===== src/rtl/dmem_arbiter_if.sv =====
// Purpose: requester-side bundle for dmem_arbiter; index p of each vector belongs to port p (0 = core, 1 = aux).
// Latency: none here; the arbiter answers an accepted request with a one-cycle resp_valid pulse two cycles later.
// Backpressure: requester holds valid/we/addr/wdata until req_ready; responses cannot be stalled.
// Signals: req_valid/req_ready/req_we [1:0], req_addr/req_wdata [1:0][31:0],
//          resp_valid [1:0], resp_rdata [31:0] (shared), resp_err (shared).
interface dmem_arbiter_if;
    logic [1:0]        req_valid;
    logic [1:0]        req_ready;
    logic [1:0]        req_we;
    logic [1:0][31:0]  req_addr;
    logic [1:0][31:0]  req_wdata;
    logic [1:0]        resp_valid;
    logic [31:0]       resp_rdata;
    logic              resp_err;

    modport slave (
        input  req_valid, req_we, req_addr, req_wdata,
        output req_ready, resp_valid, resp_rdata, resp_err
    );

    modport master (
        output req_valid, req_we, req_addr, req_wdata,
        input  req_ready, resp_valid, resp_rdata, resp_err
    );
endinterface


===== src/rtl/dmem_arbiter.sv =====
// Purpose: two-port round-robin sequencer in front of a single registered-read dmem, with error-tagged responses.
// Latency: IDLE (accept) -> ACCESS (dmem cycle) -> RESP (response pulse); one transaction per 3 cycles, no overlap.
// Backpressure: req_ready only in IDLE for the winning port; ACCESS and RESP refuse all requests.
// Ports: clk, rst (sync, active-high); req_if (slave modport of dmem_arbiter_if);
//        mem_write_en/mem_addr/mem_write_data to dmem, mem_read_data from dmem (valid one cycle after addr).
module dmem_arbiter #(
    parameter int MEM_BYTES = 32
) (
    input  logic          clk,
    input  logic          rst,
    dmem_arbiter_if.slave req_if,
    output logic          mem_write_en,
    output logic [31:0]   mem_addr,
    output logic [31:0]   mem_write_data,
    input  logic [31:0]   mem_read_data
);

    localparam logic [31:0] LAST_WORD_ADDR = 32'(MEM_BYTES - 4);

    typedef enum logic [1:0] {
        ST_IDLE   = 2'd0,
        ST_ACCESS = 2'd1,
        ST_RESP   = 2'd2
    } state_t;

    state_t       state_q, state_d;
    logic         last_grant_q, last_grant_d;
    logic         port_q, port_d;
    logic         we_q, we_d;
    logic         err_q, err_d;
    logic [31:0]  addr_q, addr_d;
    logic [31:0]  wdata_q, wdata_d;

    logic         any_vld;
    logic         winner;
    logic [31:0]  sel_addr;
    logic [1:0]   req_ready_c;
    logic [1:0]   resp_valid_c;
    logic         resp_err_c;
    logic [31:0]  resp_rdata_c;

    always_comb begin
        any_vld = |req_if.req_valid;
        // Contested cycle goes to the port that did not win last time;
        // otherwise the single requester wins (valid[1] selects port 1).
        if (&req_if.req_valid) begin
            winner = ~last_grant_q;
        end else begin
            winner = req_if.req_valid[1];
        end
        sel_addr = req_if.req_addr[winner];

        state_d      = state_q;
        last_grant_d = last_grant_q;
        port_d       = port_q;
        we_d         = we_q;
        err_d        = err_q;
        addr_d       = addr_q;
        wdata_d      = wdata_q;

        req_ready_c    = 2'b00;
        resp_valid_c   = 2'b00;
        resp_err_c     = 1'b0;
        resp_rdata_c   = 32'h0;
        mem_write_en   = 1'b0;
        mem_addr       = 32'h0;
        mem_write_data = 32'h0;

        case (state_q)
            ST_IDLE: begin
                // A request seen while rst is high is never accepted.
                if (any_vld && !rst) begin
                    req_ready_c[winner] = 1'b1;
                    port_d       = winner;
                    last_grant_d = winner;
                    we_d         = req_if.req_we[winner];
                    addr_d       = sel_addr;
                    wdata_d      = req_if.req_wdata[winner];
                    // Full 32-bit unsigned compare: top-of-space addresses are errors, no wrap.
                    err_d        = (sel_addr[1:0] != 2'b00) || (sel_addr > LAST_WORD_ADDR);
                    state_d      = ST_ACCESS;
                end
            end
            ST_ACCESS: begin
                mem_addr       = addr_q;
                mem_write_data = wdata_q;
                // dmem samples on the closing edge; rst gating keeps a reset
                // landing mid-access from committing the write.
                mem_write_en   = we_q & ~err_q & ~rst;
                state_d        = ST_RESP;
            end
            ST_RESP: begin
                if (!rst) begin
                    resp_valid_c[port_q] = 1'b1;
                    resp_err_c           = err_q;
                    resp_rdata_c         = err_q ? 32'hFFFF_FFFF : mem_read_data;
                end
                state_d = ST_IDLE;
            end
            default: begin
                state_d = ST_IDLE;
            end
        endcase
    end

    assign req_if.req_ready  = req_ready_c;
    assign req_if.resp_valid = resp_valid_c;
    assign req_if.resp_err   = resp_err_c;
    assign req_if.resp_rdata = resp_rdata_c;

    // Reset drops any in-flight transaction; last_grant=1 hands the first contest to port 0.
    always_ff @(posedge clk) begin
        if (rst) begin
            state_q      <= ST_IDLE;
            last_grant_q <= 1'b1;
            port_q       <= 1'b0;
            we_q         <= 1'b0;
            err_q        <= 1'b0;
            addr_q       <= 32'h0;
            wdata_q      <= 32'h0;
        end else begin
            state_q      <= state_d;
            last_grant_q <= last_grant_d;
            port_q       <= port_d;
            we_q         <= we_d;
            err_q        <= err_d;
            addr_q       <= addr_d;
            wdata_q      <= wdata_d;
        end
    end

endmodule

===== src/flat_wrapper.sv =====
// flat-port wrapper written by rule: the top's interface ports become plain ports
module dmem_arbiter_flat 
#(
    parameter int MEM_BYTES = 32
)
  (clk, rst, mem_write_en, mem_addr, mem_write_data, mem_read_data, req_if_req_valid, req_if_req_we, req_if_req_addr, req_if_req_wdata, req_if_req_ready, req_if_resp_valid, req_if_resp_rdata, req_if_resp_err);
  dmem_arbiter_if req_if_i ();
  input  logic clk;
  input  logic rst;
  output logic mem_write_en;
  output logic [31:0] mem_addr;
  output logic [31:0] mem_write_data;
  input  logic [31:0] mem_read_data;
  input wire logic [$bits(req_if_i.req_valid)-1:0] req_if_req_valid;
  input wire logic [$bits(req_if_i.req_we)-1:0] req_if_req_we;
  input wire logic [$bits(req_if_i.req_addr)-1:0] req_if_req_addr;
  input wire logic [$bits(req_if_i.req_wdata)-1:0] req_if_req_wdata;
  output wire logic [$bits(req_if_i.req_ready)-1:0] req_if_req_ready;
  output wire logic [$bits(req_if_i.resp_valid)-1:0] req_if_resp_valid;
  output wire logic [$bits(req_if_i.resp_rdata)-1:0] req_if_resp_rdata;
  output wire logic [$bits(req_if_i.resp_err)-1:0] req_if_resp_err;
  assign req_if_i.req_valid = req_if_req_valid;
  assign req_if_i.req_we = req_if_req_we;
  assign req_if_i.req_addr = req_if_req_addr;
  assign req_if_i.req_wdata = req_if_req_wdata;
  assign req_if_req_ready = req_if_i.req_ready;
  assign req_if_resp_valid = req_if_i.resp_valid;
  assign req_if_resp_rdata = req_if_i.resp_rdata;
  assign req_if_resp_err = req_if_i.resp_err;
  dmem_arbiter #(.MEM_BYTES(MEM_BYTES)) u_core (.clk(clk), .rst(rst), .req_if(req_if_i), .mem_write_en(mem_write_en), .mem_addr(mem_addr), .mem_write_data(mem_write_data), .mem_read_data(mem_read_data));
endmodule

===== config.mk =====
export PLATFORM = sky130hd
export DESIGN_NAME = dmem_arbiter_flat
export DESIGN_NICKNAME = d
export VERILOG_FILES = /design/src/rtl/dmem_arbiter_if.sv /design/src/rtl/dmem_arbiter.sv /design/src/flat_wrapper.sv
export SDC_FILE = /design/constraint.sdc
export NUM_CORES = 1
export LEC_CHECK = 0
export CAP_MARGIN = 40
export CORE_AREA = 2 2 109 111
export CTS_CLUSTER_DIAMETER = 150
export DETAILED_ROUTE_END_ITERATION = 10
export DIE_AREA = 0 0 111 113
export PLACE_DENSITY = 0.91
export SLEW_MARGIN = 25
export SYNTH_ARGS = -nofsm -noshare
export SYNTH_HDL_FRONTEND = slang
export SYNTH_SLANG_ARGS = --single-unit

===== constraint.sdc =====
create_clock -name clk -period 2.15 [get_ports clk]
set_input_delay 0.215 -clock clk [delete_from_list [all_inputs] [get_ports clk]]
set_output_delay 0.215 -clock clk [all_outputs]
set_load 0.01 [all_outputs]

# ---- Word-level counts from Yosys, hierarchy flattened
# Index checks and enable logic that the tools add are counted.
dict set report classes {
  magnitude_cmp 5
  eq_ne 3
  muxes 25
  bitwise_logic 5
  n_reduce_logical 10
}
# cell count
set op_table {}
lappend op_table {{two-way mux 32 bit} 9}
lappend op_table {{greater-than comparator 32 x 5 -> 1 bit, second input constant} 1}
lappend op_table {{two-way mux 2 bit} 5}
lappend op_table {{two-way mux 1 bit} 8}
lappend op_table {{less-than comparator 1 x 2 -> 1 bit, second input constant} 2}
lappend op_table {{case mux 2 bit (2 select lines)} 1}
lappend op_table {{AND reduction 2 bit} 2}
lappend op_table {{logical AND 1 bit} 3}
lappend op_table {{NOT 1 bit} 3}
lappend op_table {{AND 1 bit} 2}
lappend op_table {{demux 1 bit (select 1 bit)} 2}
lappend op_table {{equality test 2 x 1 -> 1 bit, second input constant} 1}
lappend op_table {{equality test 2 bit, second input constant} 1}
lappend op_table {{>= comparator 1 bit, second input constant} 2}
lappend op_table {{logical NOT 2 bit} 1}
lappend op_table {{inequality test 2 x 1 -> 1 bit, second input constant} 1}
lappend op_table {{nonzero test 2 bit} 1}
lappend op_table {{OR reduction 2 bit} 1}
lappend op_table {{logical NOT 1 bit} 1}
lappend op_table {{logical OR 1 bit} 1}
dict set report word_totals {
  regBits 70
  input_bits 166
  out_inout_bits 102
  word_cells 55
}

# ---- Logic depth before layout (Yosys ltp)
# Gate-level depths: netlist of run 1.
dict set report depth {
  word_depth 8
  ltp_mapped 8
  ltp_nobuf 6
}

# ---- Worst setup path before layout of run 1
# OpenSTA, ideal clock, no wires.
dict set report synth_path {
  kind {register to register}
  startpoint {register u_core.state_q[0]}
  endpoint {register u_core.addr_q[12]}
  setup_ps 143
  arrival_time_ps 1427
  t_required_ps 2007
  setup_slack_ps 580
  path_stages_with_launch 7
  path_buffers 3
  period_less_slack_ps 1570
  cell_sequence {dfxtp_1 > or4_4 > buf_6 > inv_6 > buf_6 > buf_2 > a211oi_1}
}
dict set report synth_between {
  elab_chain_len 2
}
# item line_no
set synth_rtl {}
lappend synth_rtl {{from (decl)} dmem_arbiter.sv:26} ;# state_t state_q, state_d;
lappend synth_rtl {{from (signal assigned)} dmem_arbiter.sv:122} ;# state_q <= state_d;
lappend synth_rtl {{logical NOT 2 bit} dmem_arbiter.sv:69} ;# case (state_q)
lappend synth_rtl {{AND reduction 2 bit (no line)} --}
lappend synth_rtl {{to (signal assigned)} dmem_arbiter.sv:127} ;# addr_q <= addr_d;
lappend synth_rtl {{to (decl)} dmem_arbiter.sv:31} ;# logic [31:0] addr_q, addr_d;
# Every way passes these cells.
# A chain may end at the register's enable or synchronous reset.

# ---- Worst setup path in the final report of run 1
dict set report layout_path {
  startpoint {register u_core.state_q[1]}
  endpoint {output port req_if_resp_rdata[26]}
}
dict set report layout_between {
  elab_chain_len 2
}
# item line_no
set layout_rtl {}
lappend layout_rtl {{equality test 2 bit} dmem_arbiter.sv:69}
lappend layout_rtl {{two-way mux 32 bit} dmem_arbiter.sv:69}
lappend layout_rtl {{to (decl)} flat_wrapper.sv:20} ;# output wire logic [$bits(req_if_i.resp_rdata)-1:0] req_if_resp_rdata;
# Every way passes these cells.

==> impl_results.md, run 1 <==
* Status: completed
* Worst Skew at 6.290 ps
* Max VDD drop at 0.0003485 V
* Seq cells post-synth at 70
* Number of vias per cell at 5.072
* Most area-hungry cell type in the Yosys netlist: dfxtp_1
* Maximum clock path buffer count at 2
* TritonCTS clock tree: built
* H-tree levels at 3
* Design area at between 7000 and 8000 um2
* Worst setup SP type: flop
* Tot GR Track Use at a little over a fifth
* Crit path required time at 1930 ps
* Max_cap viols at 0
* Hold_ws at 289.7 ps
* DR WL/cell at roughly 17 um
* Syn Nets at 612
* TritonCTS buffer count at 9
* Clk slew on worst S/H paths at 50 ps
* NetSw at 0.001071 W
* RSZ-0062 raised after global routing: no
* YS warnings at 0
* Nets at about 860
* Ratio of cells with drive above 1 in the final layout at 8.832%
* FFs w/ async S/R, synth at 0%
* Sw Ratio at roughly 26%
* Clock Sinks at 70
* Ranking of synthesized cells by area: dfxtp_1, mux2i_1, and2_1
* Via Count at 4,291
* PortBufs at around 270
* Internal power at around 0.0031 W
* R2R setup slack at 310 ps
* Synth-to-Final Area Change at 80.93%
* Drt first pass iters at 5
* LEAKAGE at 2.880 nW
* # setup viols final at 0
* Critical path class: flop to primary output
* Top post-synthesis cells by count: dfxtp_1, nor2_1, and2_1
* Initial antenna violation count at 1
* Count leader, synth: dfxtp_1
* Core Area at 11,270 um2
* Avg Cell Area, Syn at between 9 and 10 um2
* Post-layout minimum cycle time at 2092 ps
* Vias in the first global route at 4,362
* Crit path DAT at 1880 ps
* Layout Cells excl Fill at 846
* Skew-Pair Late Insertion Delay at 330 ps
* PwrDens at 567.6 nW/um2
* Gate power share at 26.1%
* Worst-path maximum fanout at 17
* Top cell type's share of synthesized area at 34.90%
* Mapped Area at 4015 um2
* Initial drt markers at 152
* Number of placed I/O pins at 268
* Relative slew margins at 49.79%
* Die width at 111 um
* Routability cong. at roughly 0.84
* Hold Fails Final Rpt at 0
* Cell Area, Placed at 6830 um2
* Clock share of power at 37.9%
* Pin count of the biggest net entering global routing at 67
* Hold Crit Class: input port to flop
* Crit. End Element: primary output
* Pins Over Slew Limit at 0
* Main synth FF type: dfxtp_1
* Mapped Cells at 446
* Fin crit share at between 90 and 100%
* Placed cell count at 826
* Slew @ Worst Pin at 753.1 ps
* FMAX at 0.4780 GHz
* Post-synth EDFFs at 0
* CTS Hold Bufs at 0
* Netlist cell types at 28
* First-pass GRT wire length at 21.68 mm
* Die area at 12,540 um2
* Sequential share of power at 35.9%
* Routed Antenna Nets at 0
* Clock Tree Root: clkbuf_16
* Final WL at 14.17 mm
* Half-perimeter wire length after placement at 10.86 mm
* Die H at about 110 um
* Register area share after synthesis at 34.90%
* Std-Cell Rows at 39
* Grt ovf at 0
* Initial Utilization at roughly 36%
* Residual DRC at 0
-- worst paths after layout --
path / cells past startpoint / start / endpoint
worst max register to register: 6 / u_core.state_q[0]$_SDFFE_PP0P_ / u_core.addr_q[21]$_SDFFE_PP0P_
worst max-delay path: 5 / u_core.state_q[1]$_SDFFE_PP0P_ / req_if_resp_rdata[26]
worst min register to register: 2 / u_core.port_q$_SDFFE_PP0P_ / u_core.port_q$_SDFFE_PP0P_
worst min-delay path: 3 / rst / u_core.wdata_q[0]$_SDFFE_PP0P_
-- per-layer routing --
layer | part of all wire, % | up-vias | wire length (um) | GRT usage [%]
met5 | 0 | - | 0 | 0
met4 | 3.6 | 0 | 505 | 10.58
met3 | 8.2 | 35 | 1163 | 6.535
li1 | - | 2095 | - | -
met2 | 50 | 204 | 7127 | 39.51
met1 | 38 | 1957 | 5378 | 22.70
-- sequential cells by signal, summed over array words and instances, names as in the netlist --
register and count:
u_core.addr_q 32, u_core.state_q 2, u_core.last_grant_q 1, u_core.wdata_q 32
u_core.err_q 1, u_core.we_q 1, u_core.port_q 1
-- power by group through the flow --
| stage | combinational, W | sequential, W | clock [W] |
|---|---|---|---|
| floorplan | 0.000533 | 0.00149 | 0 |
| global placement | 0.00104 | 0.00150 | 0 |
| detailed placement | 0.00107 | 0.00151 | 0 |
| CTS | 0.00108 | 0.00148 | 0.00160 |
| global route | 0.00116 | 0.00150 | 0.00167 |
| finish | 0.00108 | 0.00148 | 0.00156 |
-- critical path, cell delays in order, from the launching register on --
cell and delay, ps:
dfxtp_4 380, nor3b_4 190, buf_6 150, clkbuf_16 170
o21a_1 120, clkdlybuf4s50_1 540
-- stage by stage --
stage / TNS [ps] / total power (W) / utilization, % / setup slack [ps]
2_1_floorplan: 0 / 0.002019 / - / 580.2
3_3_place_gp: -112.7 / 0.002540 / 60.60 / -106.7
3_5_place_dp: -311.1 / 0.002576 / 60.60 / -122.5
4_1_cts: 0 / 0.004162 / 63.51 / 17.27
5_1_grt: 0 / 0.004329 / 64.45 / 0.5527
6_report: 0 / 0.004123 / 64.45 / 57.86
-- area by class of cell --
cell class | instances | area [um2]
flip-flops and latches | 70 | 1406
repair buffers | 285 | 2957
fillers | 909 | 4008
well taps | 143 | 178.9
clock inverters | 6 | 86.33
multi-input cells | 329 | 2392
clock buffers | 10 | 229.0
diodes | 1 | 2.502
inverters | 2 | 12.51
-- cell usage in the layout (no fill, tap or decap), types with 2 or more instances in the layout --
cell type,netlist,routed
a211oi_1,46,46
a211oi_2,20,20
and2_1,66,66
buf_12,0,6
buf_4,8,9
bufinv_16,0,2
clkbuf_16,0,11
clkdlybuf4s50_1,0,251
clkinv_2,0,2
dfxtp_1,70,68
dlygate4sd2_1,0,2
dlymetal6s2s_1,0,13
mux2i_1,64,64
nand2_1,2,2
nand4_1,3,3
nor2_1,69,69
nor2b_1,3,2
nor4_1,14,14
o21a_1,32,32
-- what timing repair did --
action | in CTS | in global routing
gates resized for setup | 7 | 16
buffers inserted | 0 | 1
setup endpoints to repair | 64 | 23
cloned | 0 | 2
-- cell families (layout without fill, tap and decap cells) --
family | count (synthesis) | after routing | synth area share (%)
mux | 64 | 64 | 15.96
buf+inv | 47 | 303 | 6.419
other cells | 0 | 1 | 0
compound gates | 102 | 102 | 21.50
simple gates | 163 | 163 | 21.22
flops | 70 | 70 | 34.90
No activity file was read; power rests on OpenSTA's default activity.
==> inputs of run 2 (changes only) <==
Settings changed: ABC_CLOCK_PERIOD_IN_PS from default to 2150, CORE_AREA 2 2 109 111 to 2 2 104 106, DIE_AREA 0 0 111 113 to 0 0 106 108, DONT_BUFFER_PORTS from default to 1, PLACE_DENSITY 0.91 to 0.64.
==> impl_results.md, run 2 (synthesis gave the netlist of run 1 again) <==
* Status: completed
* PortBufs at 0 (-100%)
* Fin crit share at 90.49% (-6.8 points)
* Final WL at 11.54 mm (-19%)
* Worst Skew at 10.74 ps (+4.453 ps)
* Commonest cells after routing, fill and taps aside: dfxtp_1, nor2_1, and2_1
* Nets at 589 (-32%)
* Number of vias per cell at 5.666 (+12%)
* Grt ovf at 0 (unchanged)
* Leading cell type in the layout, fill and taps excluded: dfxtp_1
* PwrDens at 736.1 nW/um2 (+30%)
* # diodes at 0 (-1)
* Fillers at 1,020 (+12%)
* TritonCTS buffer count at 9 (unchanged)
* Pin count of the biggest net entering global routing at 70 (+4.5%)
* DR WL/cell at 20.50 um (+22%)
* LEAKAGE at 1.522 nW (-47%)
* Routability cong. at 0.8066 (-4.5%)
* Gr busiest metal: met2
* Pins Over Slew Limit at 0 (unchanged)
* Die H at 108 um (-4.4%)
* Drt first pass iters at 4 (-1)
* Maximum clock path buffer count at 2 (unchanged)
* Met2 GRT Util at 34.75% (-4.8 points)
* CTS Hold Bufs at 1 (+1)
* Crit. End Element: primary output
* TritonCTS clock tree: built
* Via Count at 3,190 (-26%)
* Met1 Resource Use GR at 22.28% (-0.43 points)
* Initial drt markers at 151 (-0.66%)
* R2R setup slack at 340 ps (+30 ps)
* Vias in the first global route at 3,142 (-28%)
* Placed cell count at 547 (-34%)
* Clock Tree Root: clkbuf_8
* Total power at 0.003176 W (-23%)
* Core Area at 10,230 um2 (-9.2%)
* Skew-Pair Late Insertion Delay at 340 ps (about the same)
* FMAX at 0.5140 GHz (+7.5%)
* Tot GR Track Use at 19.35% (-2.3 points)
* Hold Crit Class: input port to flop
* Residual DRC at 0 (unchanged)
* Layout Cells excl Fill at 563 (-33%)
* Hold Fails Final Rpt at 0 (unchanged)
* Regs by FF count: u_core.addr_q: 32 flops, u_core.wdata_q: 32 flops, u_core.state_q: 2 flops
* # setup viols final at 0 (unchanged)
* RSZ-0062 raised after global routing: no
* Die area at 11,450 um2 (-8.7%)
* Routed Antenna Nets at 0 (unchanged)
* Relative slew margins at 56.97% (+7.2 points)
* Max VDD drop at 0.0003045 V (-13%)
* Std-Cell Rows at 37 (-5.1%)
* Ratio of cells with drive above 1 in the final layout at 11.94% (+3.1 points)
* Setup bufs post-CTS at 0 (unchanged)
* Clock Sinks at 70 (unchanged)
* Slew @ Worst Pin at 636.5 ps (-116.6 ps)
* Cts repair resizes at 0 (-7)
* Critical path class: flop to primary output
* Die width at 106 um (-4.5%)
* Crit path required time at 1930 ps (about the same)
* H-tree levels at 3 (unchanged)
* Initial Utilization at 39.24% (+3.6 points)
* Initial antenna violation count at 0 (-1)
* Number of placed I/O pins at 268 (unchanged)
* TNS Setup at 0 ps (unchanged)
* Post-layout minimum cycle time at 1946 ps (-146.6 ps)
* Worst setup SP type: flop
* First-pass GRT wire length at 16.93 mm (-22%)
* Worst-path maximum fanout at 22 (+5)
* Half-perimeter wire length after placement at 8.628 mm (-21%)
* Clk slew on worst S/H paths at 80 ps (+30 ps)
* Synth-to-Final Area Change at 7.448%
* Max_cap viols at 0 (unchanged)
* Crit path DAT at 1730 ps (-150 ps)
* Grt met3 use at 5.666% (-0.87 points)
==> run 2: cell types whose count changed in the layout (fill, tap and decap cells not counted), sizes merged, moves of 2 or more <==
cell	before	now
buf	17	11
clkinvlp	1	4
dlymetal6s2s	13	0
clkbuf	12	10
clkdlybuf4s50	251	0
dlygate4sd2	2	0
clkinv	3	0
==> run 2: area by class of cell <==
class | instances | area, um2 | area share, %
Multi-Input combinational cell | 329 | 2380 | 55.16
Timing Repair Buffer | 11 | 152.6 | 3.538
Tap cell | 136 | 170.2 | 3.944
Clock buffer | 10 | 137.6 | 3.190
Inverter | 2 | 12.51 | 0.2900
Sequential cell | 70 | 1401 | 32.48
Clock inverter | 5 | 60.06 | 1.392
==> run 2: final timing paths <==
path,from,endpoint,depth (start not counted)
worst max-delay path,u_core.state_q[0]$_SDFFE_PP0P_,req_if_req_ready[1],4
worst min-delay path,req_if_req_wdata[15],u_core.wdata_q[15]$_SDFFE_PP0P_,2
worst max register to register,u_core.state_q[0]$_SDFFE_PP0P_,u_core.wdata_q[6]$_SDFFE_PP0P_,5
worst min register to register,u_core.port_q$_SDFFE_PP0P_,u_core.port_q$_SDFFE_PP0P_,2
==> run 2: metrics by stage <==
step	worst slack [ps]	cell area, um2	utilization, %	hold slack (ps)
floorplan	580.2	4015	-	430.3
global placement	445.5	4089	39.97	291.9
detailed placement	350.9	4089	39.97	293.7
CTS	173.9	4314	42.17	84.68
global route	97.60	4314	42.17	98.28
finish	204.4	4314	42.17	108.2
==> run 2: report_power, final <==
group	leakage (nW)	internal [W]	switching [W]
Clock	0.0866	0.000561	0.000513
Sequential	0.578	0.00142	0.0000602
Combinational	0.857	0.000251	0.000373
==> run 2: per-layer routing <==
metal,part of all wire [%],vias to the layer above,routed length [um]
met4,1.3,0,146
li1,-,1549,-
met3,7.8,10,898
met2,51,175,5918
met1,40,1456,4578
met5,0,-,0
==> run 2: critical path, stage by stage (launching register included) <==
cell	delay, ps
dfxtp_1	350
or4_4	600
inv_6	200
nand2_1	100
inv_1	150
==> inputs of run 3 (changes only) <==
Settings changed: CORE_AREA 2 2 104 106 to 2 2 106 128, DIE_AREA 0 0 106 108 to 0 0 108 130, PLACE_DENSITY 0.64 to 0.56, REMOVE_ABC_BUFFERS from default to 1.
==> impl_results.md, run 3 (synthesis gave the netlist of run 1 again) <==
* Vias in the first global route at 3,042 (-3.2%)
* Core Area at 12,950 um2 (+27%)
* Tot GR Track Use at 15.38% (-4.0 points)
* Number of placed I/O pins at 268 (unchanged)
* Worst Skew at 10.92 ps (+0.1778 ps)
* First-pass GRT wire length at 16.26 mm (-3.9%)
* Die H at 130 um (+20%)
* # diodes at 0 (unchanged)
* WP buf/inv at 2 (unchanged)
* Max VDD drop at 0.0003640 V (+20%)
* Post-layout minimum cycle time at 2001 ps (+55.73 ps)
* Crit-path slowest cell: or4_4
* Max_cap viols at 0 (unchanged)
* Slew @ Worst Pin at 601.4 ps (-35.06 ps)
* Relative slew margins at 59.53% (+2.6 points)
* Leading cell type in the layout, fill and taps excluded: dfxtp_1
* Critical path class: flop to primary output
* Initial antenna violation count at 0 (unchanged)
* Area of the multi-input gates at 2380 um2 (unchanged)
* Commonest cells after routing, fill and taps aside: dfxtp_1, nor2_1, and2_1
* Crit path DAT at 1790 ps (+60 ps)
* Crit path required time at 1930 ps (about the same)
* Status: completed
* Die area at 14,040 um2 (+23%)
* DR WL/cell at 18.67 um (-8.9%)
* RSZ-0062 raised after global routing: no
* PortBufs at 0 (unchanged)
* Fin crit share at 93.08% (+2.6 points)
* Pre-CTS setup slack at 337.9 ps (-13.03 ps)
* FMAX at 0.4997 GHz (-2.8%)
* Critical Path, Cell by Cell: or4_4, inv_6, nand2_1, inv_1
* Setup ws final at 148.7 ps (-55.73 ps)
* Worst setup SP type: flop
* Hold Fails Final Rpt at 0 (unchanged)
* Grt ovf at 0 (unchanged)
* Pins Over Slew Limit at 0 (unchanged)
* Ratio of cells with drive above 1 in the final layout at 12.96% (+1.0 points)
* Routed Antenna Nets at 0 (unchanged)
* Nets at 593 (+0.68%)
* FF/Latch Area at 1401 um2 (unchanged)
* Hold Crit Class: input port to flop
* Setup bufs post-CTS at 0 (unchanged)
* Std-Cell Rows at 46 (+24%)
* Maximum clock path buffer count at 2 (unchanged)
* Initial drt markers at 83 (-45%)
* Half-perimeter wire length after placement at 8.507 mm (-1.4%)
* Routability cong. at 0.7064 (-12%)
* Fillers at 1,346 (+32%)
* Top delay family on crit path: simple AND/OR/NAND/NOR gates
* H-tree levels at 3 (unchanged)
* Worst-path maximum fanout at 30 (+36%)
* Hold_ws at 126.4 ps (+18.22 ps)
* LEAKAGE at 1.585 nW (+4.2%)
* Residual DRC at 0 (unchanged)
* Clock Sinks at 70 (unchanged)
* Final WL at 11.20 mm (-2.9%)
* Clock Tree Root: clkbuf_16
* Regs by FF count: u_core.addr_q: 32 flops, u_core.wdata_q: 32 flops, u_core.state_q: 2 flops
* # setup viols final at 0 (unchanged)
* PwrDens at 792.4 nW/um2 (+7.6%)
* Number of vias per cell at 5.312 (-6.3%)
* Crit. End Element: primary output
* Skew-Pair Late Insertion Delay at 330 ps (about the same)
* Via Count at 3,187 (-0.094%)
* Pin count of the biggest net entering global routing at 70 (unchanged)
* Initial Utilization at 31.00% (-8.2 points)
* Slowest Stage Delay on Critical Path at 600 ps (about the same)
* TritonCTS clock tree: built
* Drt first pass iters at 4 (unchanged)
* Synth-to-Final Area Change at 11.34%
* Clk slew on worst S/H paths at 60 ps (-20 ps)
* TritonCTS buffer count at 9 (unchanged)
* Die width at 108 um (+1.9%)
[run 3: cell count changes in the layout (fill, tap and decap cells not counted)]
cell and delta:
buf_12 -1, buf_4 +5, bufinv_16 -1, clkbuf_16 +9
clkbuf_8 -7
[run 3: metal layers]
metal	vias up	global-route usage [%]	wire [um]
li1	1560	-	-
met1	1446	17.00	4301
met2	175	28.23	5932
met3	6	4.895	898
met4	0	4.299	72
met5	-	0	0
[run 3: cell type report]
| cell class | instances | share of cell area (%) |
|---|---|---|
| clock buffers | 12 | 5.961 |
| inverters | 2 | 0.2799 |
| repair buffers | 15 | 3.806 |
| flip-flops and latches | 70 | 31.35 |
| well taps | 168 | 4.702 |
| multi-input cells | 329 | 53.23 |
| clock inverters | 4 | 0.6717 |
[run 3: through the flow]
| step | power [W] | utilization, % | cells | setup TNS (ps) | area (um2) |
|---|---|---|---|---|---|
| floorplan | 0.002007 | - | 401 | -441090 | 3770 |
| global placement | 0.002093 | 32.02 | 583 | 0 | 4146 |
| detailed placement | 0.002112 | 32.02 | 583 | 0 | 4146 |
| CTS | 0.003623 | 34.52 | 600 | 0 | 4471 |
| global route | 0.003754 | 34.52 | 600 | 0 | 4471 |
| finish | 0.003542 | 34.52 | 600 | 0 | 4471 |
[run 3: worst paths after layout]
path	slack (ps)	cells after the start	start	to
setup / recovery	150	4	u_core.state_q[0]$_SDFFE_PP0P_	req_if_req_ready[1]
hold reg to reg	490	2	u_core.port_q$_SDFFE_PP0P_	u_core.port_q$_SDFFE_PP0P_
setup reg to reg	360	5	u_core.state_q[0]$_SDFFE_PP0P_	u_core.wdata_q[24]$_SDFFE_PP0P_
hold / removal	130	2	req_if_req_wdata[12]	u_core.wdata_q[12]$_SDFFE_PP0P_
[run 3: timing repair]
action                                 in CTS  in global routing
endpoints found under the hold margin      69                  0
resized for setup                           0                  0
hold buffers                                1                  0
[run 3: report_power, final]
part	internal, W	total, W	switching, W
clock network	0.000875	0.00144	0.000566
logic	0.000253	0.000616	0.000363
registers	0.00142	0.00149	0.0000649
[run 3: worst reg2reg max path: stages, from the launching register on]
cell and delay [ps]:
dfxtp_1 340, or4_4 600, inv_6 240, buf_12 230, nor2_1 70, a211oi_1 210
